[config.mk]
export PLATFORM = sky130hd
export DESIGN_NAME = mantle_slice_pipe
export DESIGN_NICKNAME = d
export VERILOG_FILES = /design/src/rtl/mantle_slice_pkg.sv /design/src/rtl/mantle_slice_xbar.sv /design/src/rtl/mantle_slice_pipe.sv
export SDC_FILE = /design/constraint.sdc
export NUM_CORES = 1
export LEC_CHECK = 0
export CAP_MARGIN = 20
export CORE_ASPECT_RATIO = 0.8
export CORE_UTILIZATION = 25
export CTS_CLUSTER_DIAMETER = 30
export DETAILED_ROUTE_END_ITERATION = 7
export PLACE_DENSITY_LB_ADDON = 0.15
export SLEW_MARGIN = 20
export SYNTH_ARGS = -nofsm -noshare
export SYNTH_HDL_FRONTEND = slang
export SYNTH_HIERARCHICAL = 1
export SYNTH_SLANG_ARGS = --single-unit
[constraint.sdc]
create_clock -name clk -period 1.6 [get_ports clk]
set_input_delay 0.16 -clock clk [delete_from_list [all_inputs] [get_ports clk]]
set_output_delay 0.16 -clock clk [all_outputs]
set_load 0.01 [all_outputs]
[src/rtl/mantle_slice_pkg.sv]
// Shared types and helpers for the mantle lane slicer/permuter.
//   lane_map_t  : one lane-map entry {src, rev}
//   lane_rev()  : bit-reverse the low w bits of a lane
//   XFER_CNT_W  : width of the output transfer counter
// The src field is sized for the largest lane count this slice is built for
// (up to 2**MAP_SRC_W lanes). Modules compare the full field against lane
// indices, so the unused upper bits stay zero and are harmless.
package mantle_slice_pkg;

  localparam int unsigned XFER_CNT_W = 16;
  localparam int unsigned MAP_SRC_W  = 8;
  // Widest lane lane_rev() can handle; LANE_W must not exceed this.
  localparam int unsigned LANE_W_MAX = 32;

  typedef struct packed {
    logic [MAP_SRC_W-1:0] src;
    logic                 rev;
  } lane_map_t;

  // Reverse bits [w-1:0] of lane; bits at and above w come back as zero.
  function automatic logic [LANE_W_MAX-1:0] lane_rev(input logic [LANE_W_MAX-1:0] lane,
                                                     input int unsigned          w);
    logic [LANE_W_MAX-1:0] r;
    r = '0;
    for (int unsigned i = 0; i < LANE_W_MAX; i++) begin
      if (i < w) r[i] = lane[w-1-i];
    end
    return r;
  endfunction

endpackage

[src/rtl/mantle_slice_xbar.sv]
// Combinational lane permute network.
//   in_data  : WIDTH-bit source word, lane k = in_data[k*LANE_W +: LANE_W]
//   map      : NLANES map entries; out lane j takes in lane map[j].src,
//              bit-reversed when map[j].rev is set
//   out_data : permuted word
module mantle_slice_xbar
  import mantle_slice_pkg::*;
#(
  parameter  int unsigned NLANES = 4,
  parameter  int unsigned LANE_W = 4,
  localparam int unsigned WIDTH  = NLANES * LANE_W
) (
  input  logic [WIDTH-1:0] in_data,
  input  lane_map_t        map [NLANES],
  output logic [WIDTH-1:0] out_data
);

  always_comb begin
    logic [LANE_W_MAX-1:0] lane;
    out_data = '0;
    for (int j = 0; j < NLANES; j++) begin
      lane = '0;
      // Mux by full-field compare so out-of-range sources yield zero.
      for (int k = 0; k < NLANES; k++) begin
        if (map[j].src == MAP_SRC_W'(k)) begin
          lane = LANE_W_MAX'(in_data[k*LANE_W +: LANE_W]);
        end
      end
      if (map[j].rev) lane = lane_rev(lane, LANE_W);
      out_data[j*LANE_W +: LANE_W] = LANE_W'(lane);
    end
  end

endmodule

[src/rtl/mantle_slice_pipe.sv]
// Registered lane slicer/permuter with valid/ready flow control.
// Splits in_data into NLANES lanes of LANE_W bits, reorders them through a
// runtime-programmable lane map (with optional per-lane bit reversal) and
// registers the result as a one-cycle pipeline stage.
//   clk, rst_n            : clock, synchronous active-low reset
//   in_valid/in_ready     : upstream handshake, in_data is the word
//   out_valid/out_ready   : downstream handshake, out_data is the permuted word
//   cfg_we/lane/src/rev   : write map[cfg_lane] = {cfg_src, cfg_rev}
//   xfer_count            : completed output transfers, wraps at 2^16
// Build option MANTLE_SLICE_PIPE_SKID_EN: adds a skid register so in_ready is
// registered (!skid_full) and there is no out_ready -> in_ready path.
// Without it a single output register is used and
// in_ready = !out_valid || out_ready.
module mantle_slice_pipe
  import mantle_slice_pkg::*;
#(
  parameter  int unsigned NLANES = 4,
  parameter  int unsigned LANE_W = 4,
  localparam int unsigned WIDTH  = NLANES * LANE_W,
  localparam int unsigned SELW   = $clog2(NLANES)
) (
  input  logic                  clk,
  input  logic                  rst_n,
  input  logic                  in_valid,
  output logic                  in_ready,
  input  logic [WIDTH-1:0]      in_data,
  output logic                  out_valid,
  input  logic                  out_ready,
  output logic [WIDTH-1:0]      out_data,
  input  logic                  cfg_we,
  input  logic [SELW-1:0]       cfg_lane,
  input  logic [SELW-1:0]       cfg_src,
  input  logic                  cfg_rev,
  output logic [XFER_CNT_W-1:0] xfer_count
);

  lane_map_t map_q [NLANES];
  lane_map_t map_d [NLANES];

  logic [WIDTH-1:0]      perm_data;
  logic [WIDTH-1:0]      out_data_q, out_data_d;
  logic                  out_valid_q, out_valid_d;
  logic [XFER_CNT_W-1:0] xfer_cnt_q, xfer_cnt_d;
  logic                  accept, xfer;

  // Permutation uses map_q, so a word accepted on a config-write edge sees
  // the old map.
  mantle_slice_xbar #(
    .NLANES (NLANES),
    .LANE_W (LANE_W)
  ) u_xbar (
    .in_data  (in_data),
    .map      (map_q),
    .out_data (perm_data)
  );

  assign accept     = in_valid && in_ready;
  assign xfer       = out_valid_q && out_ready;
  assign out_valid  = out_valid_q;
  assign out_data   = out_data_q;
  assign xfer_count = xfer_cnt_q;

  always_comb begin
    for (int i = 0; i < NLANES; i++) map_d[i] = map_q[i];
    if (cfg_we) begin
      map_d[cfg_lane].src = MAP_SRC_W'(cfg_src);
      map_d[cfg_lane].rev = cfg_rev;
    end
  end

  assign xfer_cnt_d = xfer ? xfer_cnt_q + 1'b1 : xfer_cnt_q;

`ifdef MANTLE_SLICE_PIPE_SKID_EN
  logic [WIDTH-1:0] skid_data_q, skid_data_d;
  logic             skid_valid_q, skid_valid_d;

  assign in_ready = !skid_valid_q;

  always_comb begin
    out_data_d   = out_data_q;
    out_valid_d  = out_valid_q;
    skid_data_d  = skid_data_q;
    skid_valid_d = skid_valid_q;
    if (!out_valid_q || out_ready) begin
      // Main slot frees up: refill from skid first to keep order. A full
      // skid implies in_ready=0, so no new word competes here.
      if (skid_valid_q) begin
        out_data_d   = skid_data_q;
        out_valid_d  = 1'b1;
        skid_valid_d = 1'b0;
      end else if (accept) begin
        out_data_d  = perm_data;
        out_valid_d = 1'b1;
      end else begin
        out_valid_d = 1'b0;
      end
    end else if (accept) begin
      skid_data_d  = perm_data;
      skid_valid_d = 1'b1;
    end
  end

  always_ff @(posedge clk) begin
    if (!rst_n) begin
      skid_data_q  <= '0;
      skid_valid_q <= 1'b0;
    end else begin
      skid_data_q  <= skid_data_d;
      skid_valid_q <= skid_valid_d;
    end
  end
`else
  assign in_ready = !out_valid_q || out_ready;

  always_comb begin
    out_data_d  = out_data_q;
    out_valid_d = out_valid_q;
    if (accept) begin
      out_data_d  = perm_data;
      out_valid_d = 1'b1;
    end else if (xfer) begin
      out_valid_d = 1'b0;
    end
  end
`endif

  always_ff @(posedge clk) begin
    if (!rst_n) begin
      for (int i = 0; i < NLANES; i++) begin
        map_q[i] <= '{src: MAP_SRC_W'(i), rev: 1'b0};
      end
      out_data_q  <= '0;
      out_valid_q <= 1'b0;
      xfer_cnt_q  <= '0;
    end else begin
      for (int i = 0; i < NLANES; i++) map_q[i] <= map_d[i];
      out_data_q  <= out_data_d;
      out_valid_q <= out_valid_d;
      xfer_cnt_q  <= xfer_cnt_d;
    end
  end

endmodule
==> results of run 1 <==
registers in the layout, summed over array words and instances, names as in the netlist:
register and count:
map_q 12, out_data 16, out_valid 1, xfer_count 16
cell families after synthesis:
family / share of synthesized area (%)
compound gates: 9.06
mux: 24.3
buf+inv: 2.99
other cells: 0.149
fa+ha+maj: 0.498
flops: 35.8
simple gates: 23.7
xor+xnor: 3.48
metrics by stage:
stage          total power [W]  util (%)  instances
4_1_cts                0.00262      38.0        519
3_5_place_dp           0.00152      36.4        511
3_3_place_gp           0.00152      36.4        511
2_1_floorplan          0.00136         -        309
6_report               0.00259      38.4        519
5_1_grt                0.00272      38.4        519
cell usage in the layout, fill, tap and decap left out, drive strengths merged, types with 3 or more instances in the layout:
| cell | netlist | final |
|---|---|---|
| a21oi | 22 | 22 |
| a2bb2oi | 4 | 4 |
| buf | 4 | 19 |
| clkbuf | 8 | 7 |
| clkdlybuf4s50 | 0 | 57 |
| conb | 1 | 32 |
| dfxtp | 45 | 45 |
| inv | 6 | 6 |
| mux2 | 4 | 4 |
| mux2i | 25 | 25 |
| mux4 | 12 | 12 |
| nand2 | 46 | 46 |
| nand3 | 5 | 5 |
| nand3b | 3 | 3 |
| nand4 | 8 | 8 |
| nor2 | 35 | 35 |
| nor3 | 3 | 3 |
| nor4 | 6 | 6 |
| nor4b | 4 | 4 |
| o21ai | 4 | 4 |
| o21bai | 4 | 4 |
| o22ai | 4 | 4 |
| or3 | 5 | 5 |
| xnor2 | 6 | 6 |
| xor2 | 4 | 4 |
power by group through the flow:
stage,combinational [W],clock (W),sequential [W]
2_1_floorplan,0.000177,0,0.00118
3_3_place_gp,0.000332,0,0.00119
3_5_place_dp,0.000334,0,0.00119
4_1_cts,0.000334,0.00112,0.00116
5_1_grt,0.000371,0.00118,0.00117
6_report,0.000338,0.00109,0.00116
routing by layer:
layer  share of wire (%)  track usage (%)  vias up
li1                    -                -     1193
met1                  55             21.2     1067
met2                  41             19.7       36
met3                 3.2             3.04        4
met4                0.82             3.25        0
met5                   0                0        -
worst register-to-register path, cell delays in order (launching register included):
cell and delay [ns]:
sky130_fd_sc_hd__dfxtp_2 0.35, sky130_fd_sc_hd__nand4_4 0.12, sky130_fd_sc_hd__or4_4 0.54, sky130_fd_sc_hd__or3_4 0.38, sky130_fd_sc_hd__a21oi_2 0.13
worst max-delay path by stage:
stage                              from              to  cells past startpoint
after floorplan           xfer_count[3]  xfer_count[15]                      4
after global placement        out_ready  xfer_count[15]                      5
after detailed placement      out_ready  xfer_count[13]                      5
after CTS                     map_q[10]     out_data[9]                      5
after global routing          out_valid  xfer_count[15]                      4
final                         out_valid  xfer_count[15]                      4
layout make-up:
type / count / area share [%]
clock buffers: 7 / 4.10
clock inverters: 1 / 0.135
inverters: 6 / 0.605
multi-input cells: 246 / 45.5
flip-flops and latches: 45 / 24.5
well taps: 136 / 4.57
repair buffers: 78 / 20.7
repair_timing:
item / CTS / global route
pin swaps: 2 / 1
hold endpoints to repair: 0 / 0
gates cloned: 0 / 0
gates resized for setup: 4 / 9
setup endpoints to repair: 6 / 18
==> run summary, run 1 <==
area of the multi-input gates = 0.00169 sq mm
Horiz. Die Dim = 114 microns
Reg2Reg Setup Slack = 0.02 ns
synthesized area divided by synthesized cell count = 9.04 sq um
setup TNS after final layout = 0 ns
number of hold-slack violations in the final timing report = 0
netlist area before placement = 0.00251 sq mm
clock slew seen by the registers of the worst setup and hold paths = 0.06 ns
critical path start-end classification = reg -> reg
post-detailed-route DRC marker count = 0
top cell types by occurrence after synthesis = sky130_fd_sc_hd__nand2_1 (46), sky130_fd_sc_hd__dfxtp_1 (45), sky130_fd_sc_hd__nor2_1 (35)
post-DR wirelength/cell = 12.9 microns
cell types with the largest area share after synthesis = sky130_fd_sc_hd__dfxtp_1 (36%), sky130_fd_sc_hd__mux4_1 (13%), sky130_fd_sc_hd__mux2i_1 (10%)
Endpoint, Worst Hold = out_data[11]
count of input and output buffers = 59
growth of design area from synthesis to finish = 48.0%
maximum vdd ir drop = 0.380 mV
IO Count = 60
Synth warnings = 6
final-report max-slew violation count = 0
NetSw = 0.000609 W
RSZ-0062 raised after global routing = true
Bufs on Longest Clock Path = 2
clock tree skew after final layout = 0.00438 ns
ANT nets after route = 0
family of cells with the greatest summed delay on the critical path = simple AND/OR/NAND/NOR gates
Via-to-Cell Ratio = 4.43
most repeated cell in the gate-level netlist after synthesis = sky130_fd_sc_hd__nand2_1
Rows = 32
layout net count = 409
global-route wire length before repair = 11200 microns
share of post-route cells with drive strength above 1 = 12.5%
power share of the clock group = 42.1%
final critical-path setup slack = 0.0196 ns
CTS Sinks = 45
detailed-route wire length = 6720 microns
number of antenna violations at the first check in global routing = 0
Post-CTS Setup Inserts = 0
Arrival @ worst endpoint = 1.80 ns
proportion of power drawn by flip-flops and latches = 44.9%
Worst Setup Start Kind = flip-flop
cell area power density = 697 mW/mm^2
Logic pwr share = 13.0%
hold_ws = 0.454 ns
Hold Buf Count CTS = 0
number of vias after detailed routing = 2300
antenna cells = 0
design area = 0.00372 sq mm
share of async-settable or async-resettable flops after synthesis = 0%
static power due to leakage = 1.39 nW
number of flops mapped to enable cells by yosys = 0
ordered list of cells on the worst path = nand4_4, or4_4, or3_4, a21oi_2
worst slack after detailed placement = -0.350 ns
post-route clock period utilization = 98.8%
Congestion Overflow GR = 0
area share of the largest cell type after synthesis = 35.8%
placeable core area = 0.00969 sq mm
critical path data required time = 1.82 ns
biggest fanout along the worst timing path = 4
number of levels the H-tree was split into = 2
drt first-iter violations = 108
min-delay src = out_data[11]
DP HPWL = 5240 microns
final-report setup violation count = 0
status = complete, no violations
fin crit period = 1.58 ns
Final Wtd Congestion = 0.764
master of the slowest instance on the critical path = sky130_fd_sc_hd__or4_4
area post-placement = 0.00352 sq mm
Synth Flop Type = sky130_fd_sc_hd__dfxtp_1
delay contributed by the slowest stage of the critical path = 0.54 ns
number of register bits inferred by synthesis = 45
Pint = 0.00198 W
number of detailed-route iterations in the first pass = 4
capture point of the worst reg-to-reg path = xfer_count[15]
Vert. Die Dim = 91.7 microns
GRT Overall Usage = 13.9%
largest net degree at the start of global routing = 42
switch share = 23.5%
Filler cells = 1024
buffer and inverter count on the worst path = 0
start of the worst register-to-register path = out_valid
TritonCTS clock tree = yes
leading area contributor after synthesis = sky130_fd_sc_hd__dfxtp_1
Worst R2R Path Depth = 4
maximum frequency from static timing analysis = 633 MHz
Starting Density = 25.9%
sequential fraction of the synthesis area = 35.8%
combined flip-flop and latch cell area = 910 sq um
insertion delay to the later sink of the worst-skew pair = 0.28 ns
clock tree root driver cell = sky130_fd_sc_hd__clkbuf_16
number of maximum-capacitance violations = 0
number of global-route vias before repair = 2123
number of buffers created by CTS = 5
HP Class = reg -> reg
number of distinct standard cells referenced by the synthesized netlist = 36
cell depth of the worst min-delay path = 2
synthesized instance count = 278
DIE AREA = 0.0105 sq mm
kind of end point of the critical path = flip-flop
Power figures use the tool's default switching activity.
==> inputs of run 2 (changes only) <==
- GPL_TIMING_DRIVEN: not set -> 0
- PLACE_DENSITY: not set -> 0.46
- PLACE_DENSITY_LB_ADDON: 0.15 -> not set
- SETUP_SLACK_MARGIN: not set -> 0.4
==> run 2 against run 1 <==
- global-route usage rose by 0.97 points
- die area did not move
- clock skew rose by 0.0048 ns
- sequential cell count did not move
- clock-buffer cell count fell by 2
- fmax rose by 3.2%
- register-to-register slack improved by 0.05 ns
- sequential share of layout area fell by 0.56 points
- routed wire length rose by 11%
- critical path depth did not move
- combinational power rose by 13%
==> run summary, run 2 (synthesis results as in run 1) <==
status = complete, no violations
Starting Density = 25.9% (unchanged)
critical path start-end classification = reg -> reg
maximum vdd ir drop = 0.433 mV (+14%)
DP HPWL = 5520 microns (+5.3%)
TritonCTS clock tree = yes
global-route wire length before repair = 12100 microns (+7.3%)
final-report max-slew violation count = 0 (unchanged)
post-detailed-route DRC marker count = 0 (unchanged)
Filler cells = 1015 (-0.88%)
master of the slowest instance on the critical path = sky130_fd_sc_hd__or4_4
leading cell types in the layout, fill and taps excluded = sky130_fd_sc_hd__nand2_1 (44), sky130_fd_sc_hd__nor2_1 (35), sky130_fd_sc_hd__conb_1 (32)
fin crit period = 1.53 ns (-0.0490 ns)
share of post-route cells with drive strength above 1 = 26.9% (+14 points)
Pint = 0.00223 W (+12%)
antenna cells = 0 (unchanged)
critical path data required time = 1.82 ns (about the same)
CTS Sinks = 45 (unchanged)
NetSw = 0.000662 W (+8.7%)
hold_ws = 0.456 ns (+0.00206 ns)
layout net count = 416 (+1.7%)
Worst Setup Start Kind = flip-flop
number of levels the H-tree was split into = 2 (unchanged)
insertion delay to the later sink of the worst-skew pair = 0.29 ns (about the same)
growth of design area from synthesis to finish = 58.1%
number of maximum-capacitance violations = 0 (unchanged)
combined flip-flop and latch cell area = 950 sq um (+4.4%)
biggest fanout along the worst timing path = 4 (unchanged)
cell area power density = 726 mW/mm^2 (+4.2%)
Arrival @ worst endpoint = 1.75 ns (-0.05 ns)
DIE AREA = 0.0105 sq mm (unchanged)
switch share = 22.9% (-0.56 points)
number of antenna violations at the first check in global routing = 0 (unchanged)
number of detailed-route iterations in the first pass = 4 (unchanged)
Worst R2R Path Depth = 4 (unchanged)
count of input and output buffers = 59 (unchanged)
HP Class = reg -> reg
placeable core area = 0.00969 sq mm (unchanged)
proportion of power drawn by flip-flops and latches = 40.0% (-4.9 points)
post-route clock period utilization = 95.7% (-3.1 points)
Final Wtd Congestion = 0.757 (-0.89%)
Via-to-Cell Ratio = 4.46 (+0.56%)
clock slew seen by the registers of the worst setup and hold paths = 0.06 ns (about the same)
final standard cell utilization of the core = 41.0% (+2.6 points)
ordered list of cells on the worst path = nand4_4, or3_4, or4_4, a21oi_2
largest net degree at the start of global routing = 16 (-62%)
Rows = 32 (unchanged)
post-route insts no fill = 526 (+1.3%)
Vert. Die Dim = 91.7 microns (unchanged)
number of hold-slack violations in the final timing report = 0 (unchanged)
area of the multi-input gates = 0.00188 sq mm (+11%)
clock tree skew after final layout = 0.00919 ns (+0.00481 ns)
delay contributed by the slowest stage of the critical path = 0.49 ns (-0.05 ns)
most common library cell in the layout ignoring fill and taps = sky130_fd_sc_hd__nand2_1
post-DR wirelength/cell = 14.2 microns (+9.7%)
final-report setup violation count = 0 (unchanged)
Congestion Overflow GR = 0 (unchanged)
Logic pwr share = 13.2% (+0.2 points)
kind of end point of the critical path = flip-flop
detailed-route wire length = 7470 microns (+11%)
power share of the clock group = 46.8% (+4.7 points)
maximum frequency from static timing analysis = 653 MHz (+3.2%)
clock tree root driver cell = sky130_fd_sc_hd__clkbuf_16
number of buffers created by CTS = 5 (unchanged)
Horiz. Die Dim = 114 microns (unchanged)
RSZ-0062 raised after global routing = true
number of vias after detailed routing = 2344 (+1.9%)
static power due to leakage = 1.70 nW (+22%)
IO Count = 60 (unchanged)
drt first-iter violations = 91 (-16%)
total placed cells including tap cells = 504 (-1.4%)
number of global-route vias before repair = 2341 (+10%)
GRT Overall Usage = 14.9% (+0.97 points)
ANT nets after route = 0 (unchanged)
Bufs on Longest Clock Path = 2 (unchanged)
cell depth of the worst min-delay path = 2 (unchanged)
-- run 2: changes by cell type in the layout (fill, tap and decap cells not counted), moves of 10 or more --
cell	change
sky130_fd_sc_hd__mux4_2	+12
sky130_fd_sc_hd__clkdlybuf4s50_1	-33
sky130_fd_sc_hd__mux4_1	-12
sky130_fd_sc_hd__dfxtp_1	-12
sky130_fd_sc_hd__dlygate4sd2_1	+27
sky130_fd_sc_hd__dfxtp_4	+10
-- run 2: layout make-up --
| cell class | count | share of cell area [%] |
|---|---|---|
| Clock buffer | 5 | 3.15 |
| Tap cell | 136 | 4.28 |
| Buffer | 12 | 2.20 |
| Sequential cell | 45 | 23.9 |
| Inverter | 6 | 0.567 |
| Clock inverter | 3 | 1.73 |
| Multi-Input combinational cell | 246 | 47.4 |
| Timing Repair Buffer | 73 | 16.8 |
-- run 2: power by group through the flow --
stage | Sequential (W) | Combinational, W | Clock [W]
floorplan | 0.00118 | 0.000190 | 0
global placement | 0.00118 | 0.000329 | 0
detailed placement | 0.00118 | 0.000332 | 0
CTS | 0.00116 | 0.000362 | 0.00138
global route | 0.00116 | 0.000415 | 0.00143
finish | 0.00116 | 0.000382 | 0.00135
-- run 2: repair_timing --
| action | in CTS | in global routing |
|---|---|---|
| endpoints found under the setup margin | 75 | 37 |
| hold buffers | 0 | 0 |
| gates resized for setup | 67 | 42 |
| setup buffers | 9 | 4 |
| gates cloned | 1 | 0 |
| pin swaps | 13 | 20 |
-- run 2: stage by stage --
step / area (sq um) / setup slack (ns) / total power (W) / TNS (ns)
2_1_floorplan: 2690 / 0.101 / 0.00137 / 0
3_3_place_gp: 3450 / -0.324 / 0.00151 / -3.40
3_5_place_dp: 3450 / -0.339 / 0.00152 / -3.60
4_1_cts: 3830 / 0.0654 / 0.00290 / 0
5_1_grt: 3980 / 0.00747 / 0.00301 / 0
6_report: 3980 / 0.0686 / 0.00289 / 0
-- run 2: path summary, 6_finish.rpt --
check,end,slack [ns],from
hold / removal,out_data[8],0.46,out_data[8]
hold reg to reg,out_data[8],0.46,out_data[8]
setup reg to reg,xfer_count[13],0.07,xfer_count[4]
setup / recovery,xfer_count[13],0.07,xfer_count[4]
-- run 2: critical path, delay by kind of cell (launching register included) --
family / cells / cell delay (ns)
flops: 1 / 0.36
compound gates: 1 / 0.12
simple gates: 3 / 1.00
-- run 2: metal layers --
layer  GRT usage, %  part of all wire, %  vias up
met1           21.3                   49     1111
met4           4.22                  1.1        0
met5              0                    0        -
met3           2.64                  2.8        7
met2           22.8                   47       35
li1               -                    -     1191
==> inputs of run 3 (changes only) <==
- CTS_CLUSTER_DIAMETER: 30 -> 50
==> results of run 3 <==
No change in the layout: final DEF, timing and power equal those of run 2.
